$ cat src/rtl/sign_sum_diff_decoder.sv
// Recovers signed operands A and B from a sum/difference word pair in two pipeline stages.
// Flag logic is built only when SIGN_SUM_DIFF_DECODER_ERR_EN is defined; otherwise the flags are tied to 0.
module sign_sum_diff_decoder #(
    parameter int INPUT_BIT_WIDTH = 8
) (
    input  logic                       Clk,
    input  logic                       Rst,
    input  logic [INPUT_BIT_WIDTH:0]   InputA,
    input  logic [INPUT_BIT_WIDTH:0]   InputB,
    input  logic                       AddSubMode,
    input  logic                       InValid,
    output logic                       InReady,
    output logic [INPUT_BIT_WIDTH-1:0] ResultA,
    output logic [INPUT_BIT_WIDTH-1:0] ResultB,
    output logic                       ErrParity,
    output logic                       ErrOverflow,
    output logic                       OutValid,
    input  logic                       OutReady
);
    localparam int W = INPUT_BIT_WIDTH;

    logic         s1_valid_q, s1_valid_d;
    logic [W+1:0] s1_add_q, s1_add_d;
    logic [W+1:0] s1_sub_q, s1_sub_d;
    logic         s2_valid_q, s2_valid_d;
    logic [W-1:0] res_a_q, res_a_d;
    logic [W-1:0] res_b_q, res_b_d;

    logic [W:0]   sum_w, diff_w;
    logic [W+1:0] sum_x, diff_x;
    logic [W:0]   shift_a, shift_b;
    logic         s2_ready, s1_adv, in_fire;

    always_comb begin
        s2_ready = !s2_valid_q || OutReady;
        s1_adv   = s1_valid_q && s2_ready;
        InReady  = !Rst && (!s1_valid_q || s2_ready);
        in_fire  = InValid && InReady;
    end

    // Stage 1: full-width sum and difference, sign-extended to avoid overflow
    always_comb begin
        sum_w      = AddSubMode ? InputA : InputB;
        diff_w     = AddSubMode ? InputB : InputA;
        sum_x      = {sum_w[W], sum_w};
        diff_x     = {diff_w[W], diff_w};
        s1_add_d   = s1_add_q;
        s1_sub_d   = s1_sub_q;
        if (in_fire) begin
            s1_add_d = sum_x + diff_x;
            s1_sub_d = sum_x - diff_x;
        end
        s1_valid_d = in_fire || (s1_valid_q && !s1_adv);
    end

    // Stage 2: arithmetic shift right by one (floor divide), then truncate
    always_comb begin
        shift_a    = s1_add_q[W+1:1];
        shift_b    = s1_sub_q[W+1:1];
        res_a_d    = res_a_q;
        res_b_d    = res_b_q;
        if (s1_adv) begin
            res_a_d = shift_a[W-1:0];
            res_b_d = shift_b[W-1:0];
        end
        s2_valid_d = s2_ready ? s1_valid_q : s2_valid_q;
    end

    always_ff @(posedge Clk) begin
        if (Rst) begin
            s1_valid_q <= 1'b0;
            s1_add_q   <= '0;
            s1_sub_q   <= '0;
            s2_valid_q <= 1'b0;
            res_a_q    <= '0;
            res_b_q    <= '0;
        end else begin
            s1_valid_q <= s1_valid_d;
            s1_add_q   <= s1_add_d;
            s1_sub_q   <= s1_sub_d;
            s2_valid_q <= s2_valid_d;
            res_a_q    <= res_a_d;
            res_b_q    <= res_b_d;
        end
    end

`ifdef SIGN_SUM_DIFF_DECODER_ERR_EN
    logic s1_par_q, s1_par_d;
    logic err_par_q, err_par_d;
    logic err_ovf_q, err_ovf_d;
    logic unused_lsb;

    assign unused_lsb = ^{s1_add_q[0], s1_sub_q[0]};

    always_comb begin
        s1_par_d  = s1_par_q;
        err_par_d = err_par_q;
        err_ovf_d = err_ovf_q;
        if (in_fire) begin
            s1_par_d = sum_w[0] ^ diff_w[0];
        end
        if (s1_adv) begin
            err_par_d = s1_par_q;
            err_ovf_d = (shift_a[W] ^ shift_a[W-1]) |
                        (shift_b[W] ^ shift_b[W-1]);
        end
    end

    always_ff @(posedge Clk) begin
        if (Rst) begin
            s1_par_q  <= 1'b0;
            err_par_q <= 1'b0;
            err_ovf_q <= 1'b0;
        end else begin
            s1_par_q  <= s1_par_d;
            err_par_q <= err_par_d;
            err_ovf_q <= err_ovf_d;
        end
    end

    assign ErrParity   = err_par_q;
    assign ErrOverflow = err_ovf_q;
`else
    logic unused_bits;

    assign unused_bits = ^{s1_add_q[0], s1_sub_q[0],
                           shift_a[W], shift_b[W]};

    assign ErrParity   = 1'b0;
    assign ErrOverflow = 1'b0;
`endif

    assign OutValid = s2_valid_q;
    assign ResultA  = res_a_q;
    assign ResultB  = res_b_q;

endmodule

$ cat config.mk
export PLATFORM = sky130hd
export DESIGN_NAME = sign_sum_diff_decoder
export DESIGN_NICKNAME = d
export VERILOG_FILES = /design/src/rtl/sign_sum_diff_decoder.sv
export SDC_FILE = /design/constraint.sdc
export NUM_CORES = 1
export LEC_CHECK = 0
export ABC_AREA = 1
export CAP_MARGIN = 20
export CORE_MARGIN = 4
export CORE_UTILIZATION = 39
export DETAILED_ROUTE_END_ITERATION = 16
export GPL_ROUTABILITY_DRIVEN = 0
export HOLD_SLACK_MARGIN = 0.02
export PLACE_DENSITY = 0.6
export SLEW_MARGIN = 20
export SYNTH_ARGS = -nofsm -noshare
export SYNTH_HDL_FRONTEND = slang
export SYNTH_SLANG_ARGS = --single-unit
export TNS_END_PERCENT = 50
$ cat constraint.sdc
create_clock -name Clk -period 3.2 [get_ports Clk]
set_clock_uncertainty 0.1 [all_clocks]
set_input_delay 0.8 -clock Clk [delete_from_list [all_inputs] [get_ports Clk]]
set_output_delay 0.8 -clock Clk [all_outputs]
set_load 0.02 [all_outputs]
==> results by group, run 1 <==
STA
  • Final hold vios: 0
  • Final period utilization: 0.8961
  • Setup ws final: ~330 ps
  • Slew Limit Fails: 0
  • Setup tns final: 0 ps
  • RSZ-0062 raised after global routing: no
  • Peak Freq: approximately 0.35 GHz
  • Minimum clock period: roughly 2900 ps
  • Endpoints failing setup: 0

Synth
  • Post-synth cell types: 30
  • Synthesized area: about 2200 um2
  • Cells after synthesis: 335
  • Top post-synthesis cells by area: dfxtp_1 (31%), nand2_1 (11%), o21ai_0 (8.9%), inv_1 (7.7%), nor2_1 (7.7%)
  • Seq/Total Area, Yosys: 0.3087
  • Ys async rst share: 0
  • Yosys top cell by area: dfxtp_1
  • EDFF count, synth: 0
  • Post-synth top area share: 0.3087
  • Avg Inst Size Synth: between 6 and 7 um2
  • Synth Warn #: 0
  • Seq cells post-synth: 34
  • Synth Flop Type: dfxtp_1

Floorplanning
  • Initial Util: 0.4004
  • Row cnt: 27
  • Core area: 5507 um2
  • Die X: approximately 83 um
  • Io pins: 43
  • Die ar.: about 6900 um2
  • Die height: 83.19 um

Setup path
  • Worst Path Required: between 3000 and 4000 ps
  • Slowest stage delay, CP: 540 ps
  • Slowest-stage cell, CP: clkdlybuf4s50_1
  • Worst Path Max Fanout: 3
  • Type of the worst setup path: input port to flop
  • Crit end category: flop
  • FF-to-FF setup slack: between 1500 and 2000 ps
  • CP Launch Type: input port
  • Arr. time, crit path: between 2000 and 3000 ps
  • Worst setup path startpoint: AddSubMode
  • Top cell by count, worst path: nand3_1
  • Worst R2R Start: OutValid$_SDFFE_PP0P_
  • Crit-path cells: clkdlybuf4s50_1 > inv_4 > or2_2 > o21ai_0 > inv_1 > fa_1 > o21ai_2 > nand3_1 > nand3_1 > nand3_1 > nand2_1 > inv_1

Layout
  • Most frequent cells in the layout: nand2_1 (64), inv_1 (45), nor2_1 (45), o21ai_0 (39), clkdlybuf4s50_1 (39)
  • Diode count: 0
  • P&R area growth vs syn: 29.46%
  • Layout cells sized above 1: 0.1260
  • Final-stage net count: between 400 and 500
  • Most common cell after layout, fill and taps aside: nand2_1

Routing
  • Detailed-route via count: roughly 2000
  • Routed wire per std cell: between 9 and 10 um
  • DRT iter0 DRCs: 81
  • Detailed-route DRC error count: 0
  • First-pass DRT Iterations: 4
  • Final antenna-violating net count: 0
  • Routed WL: approximately 4.4 mm
  • Via-per-instance ratio: approximately 4.4

Clock tree
  • Num CTS Buffers: 5
  • Clock-pin slew on the worst setup and hold paths: 60 ps
  • CTS Buffer Depth: 2
  • Cts hold-fix bufs: 0
  • TritonCTS clock tree: done
  • Clock Sinks: 34
  • Post-CTS sizing: 0
  • Root Buffer: clkbuf_8
  • Htree depth: 2
  • Post-CTS setup buffer count: 0
  • Clock latency at the later pin of the worst-skew pair: 280 ps

Pwr
  • Peak supply drop: around 0.25 mV
  • Pwr/cell area: 422.8 nW/um2
  • P_leak: 0.001403 uW

Global route
  • Remaining global-route overflow: 0
  • Largest net degree at the start of global routing: 33
  • Total GRT Usage: 0.1347
  • First-pass GRT wire length: approximately 7.9 mm
  • Initial antenna violation count: 0
  • Number of global-route vias before repair: roughly 1900

Placed design
  • Post-place setup slack: between 20 and 25 ps
  • I/O Buffers: 40
  • DP HPWL: 3.590 mm

Flow run
  • Max cap viols: 0

Min path
  • Hold WC Path Type: flop to flop
  • Min-delay src: s1_sub_q[1]$_SDFFE_PP0P_

Run status
  • Status: finished clean
==> worst max-delay path, delay by kind of cell <==
family / cells / cell delay, ps
AOI/OAI and AO/OA: 2 / 320
adders and majority gates: 1 / 450
buffers and inverters: 4 / 750
and+or+nand+nor: 5 / 630
==> registers in the layout, indices dropped and copies added (netlist names) <==
signal	cells
ResultB	8
OutValid	1
ResultA	8
s1_sub_q	8
s1_add_q	8
s1_valid_q	1
==> metrics by stage <==
| step | power, uW | hold WS, ps | std cells | util | instance area, um2 |
|---|---|---|---|---|---|
| 6_report | 1207 | 355.2 | 461 | 0.5183 | 2854 |
| 5_1_grt | 1303 | 383.7 | 461 | 0.5183 | 2854 |
| 4_1_cts | 1224 | 362.0 | 461 | 0.5178 | 2851 |
| 3_5_place_dp | 906.4 | 347.0 | 453 | 0.5013 | 2760 |
| 3_3_place_gp | 901.6 | 346.0 | 453 | 0.5013 | 2760 |
| 2_1_floorplan | 760.6 | 320.9 | 336 | - | 2208 |
==> cell families after synthesis <==
family,after synthesis,share of synthesized area
flip-flops,34,0.3087
XOR/XNOR,7,0.02781
buffers and inverters,68,0.1351
AND/OR/NAND/NOR,147,0.2832
other,1,0.001701
adder cells (fa/ha/maj),15,0.09194
AO/OA/AOI/OAI,63,0.1515
==> Yosys cell counts (4+ instances only) <==
master     n
nand2_1   64
inv_1     45
nor2_1    45
o21ai_0   39
dfxtp_1   34
nand3_1   25
a21oi_1   14
ha_1      13
nand2_2    7
clkbuf_1   6
xor2_1     6
buf_2      5
inv_2      4
o21ai_1    4
==> per-layer routing <==
| metal | vias up | share of wire | global-route usage |
|---|---|---|---|
| li1 | 1142 | - | - |
| met1 | 854 | 0.48 | 0.1698 |
| met2 | 41 | 0.47 | 0.2259 |
| met3 | 2 | 0.047 | 0.02778 |
| met4 | 0 | 0.0093 | 0.04903 |
| met5 | - | 0 | 0 |
==> path summary, 6_finish.rpt <==
| path | to | depth (start not counted) |
|---|---|---|
| max | s1_sub_q[8]$_SDFFE_PP0P_ | 12 |
| min | ResultB[0]$_SDFFE_PP0P_ | 2 |
| max reg2reg | s1_sub_q[4]$_SDFFE_PP0P_ | 9 |
| min reg2reg | ResultB[0]$_SDFFE_PP0P_ | 2 |
==> cell type report <==
cell class	instances	area (um2)
clock buffer	7	86.33
clock inverter	1	5.005
fill	586	2653
inverter	51	193.9
multi-input combinational	234	1230
sequential	34	680.7
tap	72	90.09
timing repair buffer	62	568.0
==> power breakdown <==
part	internal, uW	switching, uW
Combinational	186	219
Clock	173	140
Sequential	468	20.5
(Power assumes the default switching activity.)
==> inputs of run 2 (changes only) <==
- CORE_ASPECT_RATIO: not set -> 0.75
==> results by group, run 2 (synthesis results as in run 1) <==
STA
  • Endpoints failing setup: 0
  • RSZ-0062 raised after global routing: no
  • Fin Hold WS: approximately 350 ps
  • Minimum clock period: roughly 3100 ps
  • Peak Freq: between 0.3 and 0.4 GHz
  • Slew Limit Fails: 0
  • Final period utilization: 0.9698
  • Final hold vios: 0

Clock tree
  • Root Buffer: clkbuf_8
  • Htree depth: 2
  • CTS Buffer Depth: 2
  • TritonCTS clock tree: done
  • Post-CTS sizing: 0
  • Num CTS Buffers: 5
  • Clock Sinks: 34
  • Clock-pin slew on the worst setup and hold paths: roughly 70 ps
  • Post-CTS setup buffer count: 0
  • Cts hold-fix bufs: 0
  • Clock latency at the later pin of the worst-skew pair: between 200 and 300 ps

Setup path
  • Worst Path Required: 2300 ps
  • Worst Path Max Fanout: 3
  • Crit-path cells: clkdlybuf4s50_1 > inv_1 > nand2_1 > nor2_1 > inv_1 > nand2_2 > inv_1 > clkdlybuf4s50_1
  • Crit end category: output pin
  • Slowest stage delay, CP: around 600 ps
  • Arr. time, crit path: 2200 ps
  • Top cell by count, worst path: inv_1
  • CP Launch Type: input port
  • Worst R2R Start: OutValid$_SDFFE_PP0P_
  • Worst setup path startpoint: OutReady
  • Type of the worst setup path: input port to output pin
  • Slowest-stage cell, CP: clkdlybuf4s50_1

Routing
  • DRT iter0 DRCs: 57
  • Detailed-route via count: between 2000 and 2500
  • Detailed-route DRC error count: 0
  • First-pass DRT Iterations: 4
  • Routed wire per std cell: slightly above 10 um
  • Routed WL: roughly 4.8 mm
  • Final antenna-violating net count: 0
  • Via-per-instance ratio: approximately 4.5

Global route
  • First-pass GRT wire length: 7.921 mm
  • Remaining global-route overflow: 0
  • Number of global-route vias before repair: 1899
  • Initial antenna violation count: 0
  • Total GRT Usage: 0.1418
  • Largest net degree at the start of global routing: 33

Floorplanning
  • Core area: 5410 um2
  • Io pins: 43
  • Die ar.: between 6000 and 7000 um2
  • Die height: roughly 73 um
  • Row cnt: 23
  • Die X: approximately 95 um
  • Initial Util: 0.4075

Layout
  • Most common cell after layout, fill and taps aside: nand2_1
  • Final core utilization: 0.5257
  • Diode count: 0
  • P&R area growth vs syn: 29.00%
  • Layout cells sized above 1: 0.1240
  • Final-stage net count: between 400 and 500
  • Most frequent cells in the layout: nand2_1 (64), inv_1 (45), nor2_1 (45), clkdlybuf4s50_1 (40), o21ai_0 (39)

Flow run
  • Max cap viols: 0

Min path
  • Hold WC Path Type: flop to flop
  • Min-delay src: s1_sub_q[1]$_SDFFE_PP0P_

Pwr
  • Pwr/cell area: approximately 430 nW/um2
  • Peak supply drop: ~0.24 mV
  • P_leak: 0.001383 uW

Placed design
  • DP HPWL: 3.851 mm
  • I/O Buffers: 40

Run status
  • Status: finished clean
## run 2: cell types whose count changed in the layout (fill, tap and decap cells not counted)
cell,previous run,this run
buf_4,22,20
clkbuf_1,1,0
clkdlybuf4s50_1,39,40
clkinvlp_4,0,1
dlymetal6s2s_1,1,0
## run 2: power by group
part           switching, uW  total [uW]  internal, uW
Clock                    155         328           173
Sequential              21.2         489           468
Combinational            222         400           178
## run 2: worst paths after layout
kind | slack (ps) | cells past startpoint | endpoint
worst max-delay path | 100 | 8 | InReady
worst min-delay path | 350 | 2 | ResultB[0]$_SDFFE_PP0P_
worst max register to register | 1850 | 9 | s1_sub_q[4]$_SDFFE_PP0P_
worst min register to register | 350 | 2 | ResultB[0]$_SDFFE_PP0P_
## run 2: final cells by class
type | instances | area (um2)
Timing Repair Buffer | 60 | 550.5
Fill cell | 577 | 2566
Tap cell | 75 | 93.84
Clock buffer | 6 | 82.58
Multi-Input combinational cell | 234 | 1230
Clock inverter | 2 | 12.51
Sequential cell | 34 | 680.7
Inverter | 51 | 193.9
## run 2: per-layer routing
| metal | global-route usage | part of all wire |
|---|---|---|
| met4 | 0.03360 | 0.0061 |
| met5 | 0 | 0 |
| met1 | 0.1924 | 0.52 |
| met2 | 0.2289 | 0.43 |
| met3 | 0.03299 | 0.049 |
## run 2: critical path, delay by kind of cell
family	cells	cell delay (ps)
and+or+nand+nor	3	200
buffers and inverters	5	1200
## run 2: stage by stage
stage / cell area (um2) / worst slack, ps / TNS, ps / instances / power (uW)
after floorplan: 2208 / 502.5 / 0 / 336 / 760.6
after global placement: 2749 / 14.79 / 0 / 454 / 897.2
after detailed placement: 2749 / -60.56 / -70.02 / 454 / 900.8
after CTS: 2844 / 83.46 / 0 / 462 / 1231
after global routing: 2844 / 18.45 / 0 / 462 / 1298
final: 2844 / 96.62 / 0 / 462 / 1217
